==> src/rtl/adat_rx_adat_pkg.sv <==
// Shared types for the ADAT receive path: sample-rate and lock-state enums,
// common field widths and the S/MUX2 rate-doubling helper.
package adat_rx_adat_pkg;

  localparam int unsigned FT_W        = 12;  // measured frame time width
  localparam int unsigned UB_W        = 4;   // user bits per frame
  localparam int unsigned CH_W        = 4;   // valid channel count width
  localparam int unsigned MISS_W      = 2;   // holdover miss counter width
  localparam int unsigned UB_SMUX_BIT = 1;   // user bit carrying S/MUX2

  typedef enum logic [2:0] {
    Rate44_1kHz,
    Rate48kHz,
    Rate88_2kHz,
    Rate96kHz,
    Unknown
  } SampleRate;

  typedef enum logic [1:0] {
    UNLOCKED,
    ACQUIRE,
    LOCKED,
    HOLDOVER
  } LockState;

  // S/MUX2 carries two samples per frame slot, doubling the base rate.
  function automatic SampleRate rate_for_mode(input SampleRate base_rate, input logic smux);
    SampleRate r;
    r = base_rate;
    if (smux) begin
      case (base_rate)
        Rate48kHz:   r = Rate96kHz;
        Rate44_1kHz: r = Rate88_2kHz;
        default:     r = base_rate;
      endcase
    end
    return r;
  endfunction

endpackage

==> src/rtl/adat_rx_lock_controller_if.sv <==
// Frame-decoder-to-lock-controller bundle.
//   i_frame_time/i_frame_done/i_sync/i_user_bits : per-frame info from the decoder
//   o_locked/o_sample_rate/o_smux/o_valid_channels/o_state/o_miss_count : lock status
// master = decoder side (drives frame info), slave = lock controller.
interface adat_rx_lock_controller_if;
  import adat_rx_adat_pkg::*;

  logic [FT_W-1:0]   i_frame_time;
  logic              i_frame_done;
  logic              i_sync;
  logic [UB_W-1:0]   i_user_bits;

  logic              o_locked;
  SampleRate         o_sample_rate;
  logic              o_smux;
  logic [CH_W-1:0]   o_valid_channels;
  LockState          o_state;
  logic [MISS_W-1:0] o_miss_count;

  modport master (
    output i_frame_time, i_frame_done, i_sync, i_user_bits,
    input  o_locked, o_sample_rate, o_smux, o_valid_channels, o_state, o_miss_count
  );

  modport slave (
    input  i_frame_time, i_frame_done, i_sync, i_user_bits,
    output o_locked, o_sample_rate, o_smux, o_valid_channels, o_state, o_miss_count
  );
endinterface

==> src/rtl/adat_rx_rate_classifier.sv <==
// Combinational base-rate classifier: maps a measured frame time onto 48 kHz,
// 44.1 kHz or Unknown using a +/- FT_TOL window around each nominal.
//   frame_time  : measured frame length in clk cycles
//   base_rate_c : classified base rate (never a doubled rate)
module adat_rx_rate_classifier
  import adat_rx_adat_pkg::*;
#(
  parameter int unsigned FT_48K  = 2048,
  parameter int unsigned FT_44K1 = 2229,
  parameter int unsigned FT_TOL  = 32
) (
  input  logic [FT_W-1:0] frame_time,
  output SampleRate       base_rate_c
);

  // One extra bit so the difference is signed and can never wrap.
  localparam int unsigned DIFF_W = FT_W + 1;

  logic signed [DIFF_W-1:0] d48_c;
  logic signed [DIFF_W-1:0] d44_c;
  logic signed [DIFF_W-1:0] a48_c;
  logic signed [DIFF_W-1:0] a44_c;

  always_comb begin
    d48_c = $signed({1'b0, frame_time}) - $signed(DIFF_W'(FT_48K));
    d44_c = $signed({1'b0, frame_time}) - $signed(DIFF_W'(FT_44K1));
    a48_c = d48_c[DIFF_W-1] ? -d48_c : d48_c;
    a44_c = d44_c[DIFF_W-1] ? -d44_c : d44_c;

    base_rate_c = Unknown;
    if (a48_c <= $signed(DIFF_W'(FT_TOL))) begin
      base_rate_c = Rate48kHz;
    end else if (a44_c <= $signed(DIFF_W'(FT_TOL))) begin
      base_rate_c = Rate44_1kHz;
    end
  end

endmodule

==> src/rtl/adat_rx_lock_controller.sv <==
// ADAT receive lock/rate sequencer. Qualifies decoded frames, runs the
// UNLOCKED/ACQUIRE/LOCKED/HOLDOVER state machine with a frame watchdog, and
// registers the lock, rate, S/MUX2 and channel-count qualifiers.
//   i_clk, i_rst (async, active-low)
//   bus (slave) : frame info in, lock status out
module adat_rx_lock_controller
  import adat_rx_adat_pkg::*;
#(
  parameter int unsigned FT_48K      = 2048,
  parameter int unsigned FT_44K1     = 2229,
  parameter int unsigned FT_TOL      = 32,
  parameter int unsigned LOCK_FRAMES = 4,
  parameter int unsigned MISS_FRAMES = 3,
  parameter int unsigned WDOG_CYCLES = 4096
) (
  input  logic                     i_clk,
  input  logic                     i_rst,
  adat_rx_lock_controller_if.slave bus
);

  localparam int unsigned CNT_W  = $clog2(LOCK_FRAMES + 1);
  localparam int unsigned WDOG_W = $clog2(WDOG_CYCLES);

  LockState          state_q, state_d;
  logic [CNT_W-1:0]  cnt_q, cnt_d;
  SampleRate         ref_rate_q, ref_rate_d;
  logic              ref_smux_q, ref_smux_d;
  logic [MISS_W-1:0] miss_q, miss_d;
  logic [WDOG_W-1:0] wdog_q, wdog_d;
  logic              locked_q, locked_d;
  SampleRate         rate_q, rate_d;
  logic              smux_q, smux_d;
  logic [CH_W-1:0]   chan_q, chan_d;

  SampleRate         frame_rate_c;
  logic              frame_smux_c;
  logic              valid_frame_c;
  logic              rate_match_c;
  logic              match_c;
  logic              miss_evt_c;
  logic              unused_ub;

  adat_rx_rate_classifier #(
    .FT_48K  (FT_48K),
    .FT_44K1 (FT_44K1),
    .FT_TOL  (FT_TOL)
  ) u_classifier (
    .frame_time  (bus.i_frame_time),
    .base_rate_c (frame_rate_c)
  );

  assign frame_smux_c = bus.i_user_bits[UB_SMUX_BIT];
  assign unused_ub    = ^{bus.i_user_bits[3:2], bus.i_user_bits[0]};

  // Next-state, counters and next output values.
  always_comb begin
    state_d    = state_q;
    cnt_d      = cnt_q;
    ref_rate_d = ref_rate_q;
    ref_smux_d = ref_smux_q;
    miss_d     = miss_q;
    wdog_d     = wdog_q + 1'b1;
    miss_evt_c = 1'b0;

    valid_frame_c = bus.i_frame_done & bus.i_sync & (frame_rate_c != Unknown);
    rate_match_c  = (frame_rate_c == ref_rate_q);
    match_c       = rate_match_c & (frame_smux_c == ref_smux_q);

    // A frame_done in the expiry cycle wins over the watchdog.
    if (bus.i_frame_done) begin
      wdog_d = '0;
    end else if (wdog_q == WDOG_W'(WDOG_CYCLES - 1)) begin
      wdog_d     = '0;
      miss_evt_c = 1'b1;
    end

    case (state_q)
      UNLOCKED: begin
        if (valid_frame_c) begin
          state_d    = ACQUIRE;
          cnt_d      = CNT_W'(1);
          ref_rate_d = frame_rate_c;
          ref_smux_d = frame_smux_c;
        end
      end
      ACQUIRE: begin
        if (valid_frame_c) begin
          if (match_c) begin
            cnt_d = cnt_q + 1'b1;
            if (cnt_q == CNT_W'(LOCK_FRAMES - 1)) begin
              state_d = LOCKED;
            end
          end else begin
            // Rate or S/MUX2 changed: this frame becomes the new reference.
            cnt_d      = CNT_W'(1);
            ref_rate_d = frame_rate_c;
            ref_smux_d = frame_smux_c;
          end
        end else if (bus.i_frame_done || miss_evt_c) begin
          state_d = UNLOCKED;
          cnt_d   = '0;
        end
      end
      LOCKED: begin
        if (valid_frame_c && match_c) begin
          state_d = LOCKED;
        end else if (valid_frame_c && rate_match_c) begin
          // Same rate, S/MUX2 flipped: reacquire in the new mode.
          state_d    = ACQUIRE;
          cnt_d      = CNT_W'(1);
          ref_smux_d = frame_smux_c;
        end else if (bus.i_frame_done || miss_evt_c) begin
          state_d = HOLDOVER;
          miss_d  = MISS_W'(1);
        end
      end
      HOLDOVER: begin
        if (valid_frame_c && match_c) begin
          state_d = LOCKED;
          miss_d  = '0;
        end else if (bus.i_frame_done || miss_evt_c) begin
          if (miss_q == MISS_W'(MISS_FRAMES)) begin
            state_d = UNLOCKED;
            miss_d  = '0;
            cnt_d   = '0;
          end else begin
            miss_d = miss_q + 1'b1;
          end
        end
      end
      default: begin
        state_d = UNLOCKED;
        cnt_d   = '0;
        miss_d  = '0;
      end
    endcase

    // Qualifiers follow the next state so they change together with it.
    locked_d = (state_d == LOCKED) || (state_d == HOLDOVER);
    rate_d   = locked_d ? rate_for_mode(ref_rate_d, ref_smux_d) : Unknown;
    smux_d   = locked_d & ref_smux_d;
    chan_d   = locked_d ? (ref_smux_d ? CH_W'(4) : CH_W'(8)) : '0;
  end

  // State and output registers.
  always_ff @(posedge i_clk or negedge i_rst) begin
    if (!i_rst) begin
      state_q    <= UNLOCKED;
      cnt_q      <= '0;
      ref_rate_q <= Unknown;
      ref_smux_q <= 1'b0;
      miss_q     <= '0;
      wdog_q     <= '0;
      locked_q   <= 1'b0;
      rate_q     <= Unknown;
      smux_q     <= 1'b0;
      chan_q     <= '0;
    end else begin
      state_q    <= state_d;
      cnt_q      <= cnt_d;
      ref_rate_q <= ref_rate_d;
      ref_smux_q <= ref_smux_d;
      miss_q     <= miss_d;
      wdog_q     <= wdog_d;
      locked_q   <= locked_d;
      rate_q     <= rate_d;
      smux_q     <= smux_d;
      chan_q     <= chan_d;
    end
  end

  assign bus.o_locked         = locked_q;
  assign bus.o_sample_rate    = rate_q;
  assign bus.o_smux           = smux_q;
  assign bus.o_valid_channels = chan_q;
  assign bus.o_state          = state_q;
  assign bus.o_miss_count     = miss_q;

endmodule

==> src/flat_wrapper.sv <==
// flat-port wrapper written by rule: the top's interface ports become plain ports
module adat_rx_lock_controller_flat import adat_rx_adat_pkg::*;
#(
  parameter int unsigned FT_48K      = 2048,
  parameter int unsigned FT_44K1     = 2229,
  parameter int unsigned FT_TOL      = 32,
  parameter int unsigned LOCK_FRAMES = 4,
  parameter int unsigned MISS_FRAMES = 3,
  parameter int unsigned WDOG_CYCLES = 4096
)
  (i_clk, i_rst, bus_i_frame_time, bus_i_frame_done, bus_i_sync, bus_i_user_bits, bus_o_locked, bus_o_sample_rate, bus_o_smux, bus_o_valid_channels, bus_o_state, bus_o_miss_count);
  adat_rx_lock_controller_if bus_i ();
  input  logic i_clk;
  input  logic i_rst;
  input wire logic [$bits(bus_i.i_frame_time)-1:0] bus_i_frame_time;
  input wire logic [$bits(bus_i.i_frame_done)-1:0] bus_i_frame_done;
  input wire logic [$bits(bus_i.i_sync)-1:0] bus_i_sync;
  input wire logic [$bits(bus_i.i_user_bits)-1:0] bus_i_user_bits;
  output wire logic [$bits(bus_i.o_locked)-1:0] bus_o_locked;
  output wire logic [$bits(bus_i.o_sample_rate)-1:0] bus_o_sample_rate;
  output wire logic [$bits(bus_i.o_smux)-1:0] bus_o_smux;
  output wire logic [$bits(bus_i.o_valid_channels)-1:0] bus_o_valid_channels;
  output wire logic [$bits(bus_i.o_state)-1:0] bus_o_state;
  output wire logic [$bits(bus_i.o_miss_count)-1:0] bus_o_miss_count;
  assign bus_i.i_frame_time = bus_i_frame_time;
  assign bus_i.i_frame_done = bus_i_frame_done;
  assign bus_i.i_sync = bus_i_sync;
  assign bus_i.i_user_bits = bus_i_user_bits;
  assign bus_o_locked = bus_i.o_locked;
  assign bus_o_sample_rate = bus_i.o_sample_rate;
  assign bus_o_smux = bus_i.o_smux;
  assign bus_o_valid_channels = bus_i.o_valid_channels;
  assign bus_o_state = bus_i.o_state;
  assign bus_o_miss_count = bus_i.o_miss_count;
  adat_rx_lock_controller #(.FT_48K(FT_48K), .FT_44K1(FT_44K1), .FT_TOL(FT_TOL), .LOCK_FRAMES(LOCK_FRAMES), .MISS_FRAMES(MISS_FRAMES), .WDOG_CYCLES(WDOG_CYCLES)) u_core (.i_clk(i_clk), .i_rst(i_rst), .bus(bus_i));
endmodule
==> config.mk <==
export PLATFORM = sky130hd
export DESIGN_NAME = adat_rx_lock_controller_flat
export DESIGN_NICKNAME = d
export VERILOG_FILES = /design/src/rtl/adat_rx_adat_pkg.sv /design/src/rtl/adat_rx_lock_controller_if.sv /design/src/rtl/adat_rx_rate_classifier.sv /design/src/rtl/adat_rx_lock_controller.sv /design/src/flat_wrapper.sv
export SDC_FILE = /design/constraint.sdc
export NUM_CORES = 1
export LEC_CHECK = 0
export ABC_AREA = 1
export BUFFER_PORTS_ARGS = -buffer_cell sky130_fd_sc_hd__buf_4
export CORE_MARGIN = 8
export CORE_UTILIZATION = 35
export DETAILED_ROUTE_END_ITERATION = 10
export PLACE_DENSITY_LB_ADDON = 0.1
export SKIP_LAST_GASP = 1
export SYNTH_ARGS = -nofsm -noshare
export SYNTH_HDL_FRONTEND = slang
export SYNTH_SLANG_ARGS = --single-unit
==> constraint.sdc <==
create_clock -name i_clk -period 6 [get_ports i_clk]
set_input_delay 0.3 -clock i_clk [delete_from_list [all_inputs] [get_ports i_clk]]
set_output_delay 0.3 -clock i_clk [all_outputs]
set_load 0.03 [all_outputs]
==> impl_metrics.env <==
export IMPL_drive_gt1_share_pct=17.6
export IMPL_setup_viol=0
export IMPL_min_period_ns=2.64
export IMPL_io_pins=33
export IMPL_synth_top_area_share_pct=26.3
export IMPL_cts_sinks=29
export IMPL_post_cts_buffers=0
export IMPL_grt_pass1_vias=2378
export IMPL_numPlacedInstances=523
export IMPL_area_growth_pct=13.7
export IMPL_gp_congestion=0.832
export IMPL_fmax_mhz=379
export IMPL_ys_seq_elements=29
export IMPL_cts_reportedPaths_clkPinSlew_ns=0.07
export IMPL_port_buffers=27
export IMPL_synth_top_family_by_area="simple AND/OR/NAND/NOR gates"
export IMPL_arrival_ns=2.81
export IMPL_route_antenna_remaining_nets=0
export IMPL_antenna_found_initial=0
export IMPL_worstPathMaxFanout=6
export IMPL_yosysTopAreaCell="dfrtp_1"
export IMPL_drc_errors=0
export IMPL_cts_root_buf="clkbuf_8"
export IMPL_crit_required_ns=6.17
export IMPL_synth_compound_area_share_pct=6.09
export IMPL_synth_xor_area_share_pct=3.07
export IMPL_n_antenna_cell=0
export IMPL_ff2ff_path_depth=16
export IMPL_cts_htree_levels=2
export IMPL_end_kind="flip-flop"
export IMPL_hold_violations=0
export IMPL_grt_ovfl_total=0
export IMPL_synthMuxAreaShare_pct=0
export IMPL_cts_max_path_buffers=2
export IMPL_avgRoutedWirePerCell_um=10.8
export IMPL_synth_simple_area_share_pct=48.1
export IMPL_start_util_pct=35.8
export IMPL_outcome="complete, no violations"
export IMPL_holdPathStages=2
export IMPL_clk_latency_ns=0.28
export IMPL_synth_area_um2=2570
export IMPL_p_leak_nw=1.56
export IMPL_grt_max_degree=30
export IMPL_cp_start_kind="input pin"
export IMPL_whs_ns=0.222
export IMPL_drt_pass1_iterations=4
export IMPL_ys_top_cells_by_area="dfrtp_1 (26%), nand2_1 (19%), nand3_1 (7.8%)"
export IMPL_drv_cap=0
export IMPL_vias=2412
export IMPL_drv_slew=0
export IMPL_nNetsFinal=459
export IMPL_stdcell_area_um2=2920
export IMPL_wirelength_um=5730
export IMPL_rsz0062_at_grt="false"
export IMPL_grt_pass1_wl_um=10400
export IMPL_synth_avg_cell_area_um2=6.36
export IMPL_dp_hpwl_um=4650
export IMPL_worstSetupPathType="input pin to flip-flop"
export IMPL_cts_made_buffers=5
export IMPL_yosys_area_share_adder_pct=3.41
export IMPL_hold_class="input pin to flip-flop"
export IMPL_power_density_nw_per_um2=180
export IMPL_dpl_cell_area_um2=2830
export IMPL_final_cells=532
export IMPL_fp_dieArea_um2=10300
export IMPL_synth_sequential_area_ratio_pct=28.4
export IMPL_rows=31
export IMPL_cts_tree="built"
export IMPL_coreArea_um2=7180
export IMPL_dieHeight_um=102
export IMPL_synth_warnings=0
export IMPL_setup_tns_ns=0
export IMPL_finalClockSkew_ns=0.00885
export IMPL_synth_cells=404
export IMPL_die_w_um=102
export IMPL_via_per_inst=4.53
export IMPL_synthDistinctLibCells=32
export IMPL_peakVddDrop_mv=0.0866
export IMPL_drt_iter0_markers=84
export IMPL_track_usage_pct=12.3
export IMPL_period_share_pct=44.0
==> final cells by class <==
cell class | instances | area (µm²)
inverters | 55 | 206
repair buffers | 28 | 213
multi-input cells | 313 | 1570
flip-flops and latches | 29 | 728
clock buffers | 6 | 72.6
clock inverters | 2 | 10.0
well taps | 99 | 124
fillers | 793 | 4260
==> cells by family (layout without fill, tap and decap cells) <==
family	count (synthesis)	count (layout)
AND/OR/NAND/NOR	268	268
buffers and inverters	63	91
flip-flops	29	29
AO/OA/AOI/OAI	27	27
XOR/XNOR	9	9
adder cells (fa/ha/maj)	7	7
other	1	2
==> final timing paths <==
check / slack [ns] / startpoint / to
setup / recovery: 3.36 / bus_i_frame_time[0] / u_core.cnt_q[1]
max in group asynchronous: 5.19 / i_rst / u_core.bus.o_sample_rate[2]
min in group asynchronous: 0.48 / i_rst / u_core.wdog_q[6]
hold reg to reg: 0.46 / u_core.wdog_q[0] / u_core.wdog_q[0]
hold / removal: 0.22 / bus_i_frame_done / u_core.wdog_q[4]
setup reg to reg: 3.37 / u_core.wdog_q[0] / u_core.bus.o_sample_rate[1]
==> per-layer routing <==
metal / vias to the layer above / GRT usage [%] / part of all wire (%)
li1: 1318 / - / -
met1: 1049 / 15.6 / 50
met2: 38 / 20.4 / 46
met3: 7 / 2.13 / 2.7
met4: 0 / 4.47 / 1.4
met5: - / 0 / 0
==> worst max-delay path, stage by stage <==
cell,delay [ns]
buf_4,0.12
inv_1,0.08
ha_1,0.22
inv_1,0.09
nand2_4,0.06
nand2_2,0.10
nand2_1,0.08
nand2_1,0.13
nand2_1,0.12
nor2_2,0.15
nand2_1,0.08
nand2_1,0.06
nand2_1,0.05
nand2_1,0.05
nand2_1,0.04
nor2_1,0.08
nand2_1,0.09
nand2_2,0.11
nand4_4,0.14
nand2_1,0.14
nand3b_1,0.08
nor2_1,0.16
nand2_1,0.12
nand2_1,0.08
nand2_1,0.05
==> cells in the mapped netlist, drive strengths merged <==
library cell,number
nand3,46
buf,8
nor3,3
xnor2,3
conb,1
o21ai,11
o21bai,2
nand3b,3
o221ai,1
nor2,61
nand2,147
o31ai,1
inv,54
ha,7
a21oi,11
dfrtp,27
xor2,6
clkinv,1
dfstp,2
a21boi,1
nand4,8
==> metrics by stage <==
step | setup slack, ns | utilization (%) | power, mW
5_1_grt | 2.92 | 40.7 | 0.568
3_3_place_gp | 3.10 | 39.4 | 0.374
2_1_floorplan | 3.62 | - | 0.333
6_report | 3.36 | 40.7 | 0.526
4_1_cts | 3.31 | 40.7 | 0.538
3_5_place_dp | 3.07 | 39.4 | 0.375
==> report_power, final <==
| part | switching, mW | total [mW] | internal, mW |
|---|---|---|---|
| Sequential | 0.0109 | 0.217 | 0.207 |
| Combinational | 0.0998 | 0.153 | 0.0534 |
| Clock | 0.0755 | 0.156 | 0.0802 |
==> what timing repair did <==
item	in CTS	in global routing
gates resized for setup	0	0
endpoints found under the hold margin	27	0
hold buffers	1	0
setup endpoints to repair	0	0
==> registers in the layout, indices dropped and copies added, names as in the netlist <==
register / cells
u_core.bus.o_sample_rate: 3
u_core.ref_smux_q: 1
u_core.bus.o_smux: 1
u_core.bus.o_miss_count: 2
u_core.wdog_q: 12
u_core.bus.o_valid_channels: 1
u_core.ref_rate_q: 3
u_core.bus.o_locked: 1
u_core.cnt_q: 3
u_core.bus.o_state: 2
==> layout by cell type (no fill, tap or decap), types with 3 or more instances in the layout <==
cell      Yosys  final
inv_1        50     50
dfrtp_1      27     27
nand2_2      12     12
buf_4         3     27
nor2_4        3      3
nand3_1      40     40
nand2_1     133    133
xnor2_1       3      3
nand3_2       6      6
nand4_1       7      7
nor2_2       10     10
nor2_1       48     48
inv_2         4      4
nor3_1        3      3
a21oi_1      11     11
clkbuf_8      0      5
nand3b_1      3      3
ha_1          7      7
o21ai_0       9      9
xor2_1        6      6
Power figures use the tool's default switching activity.
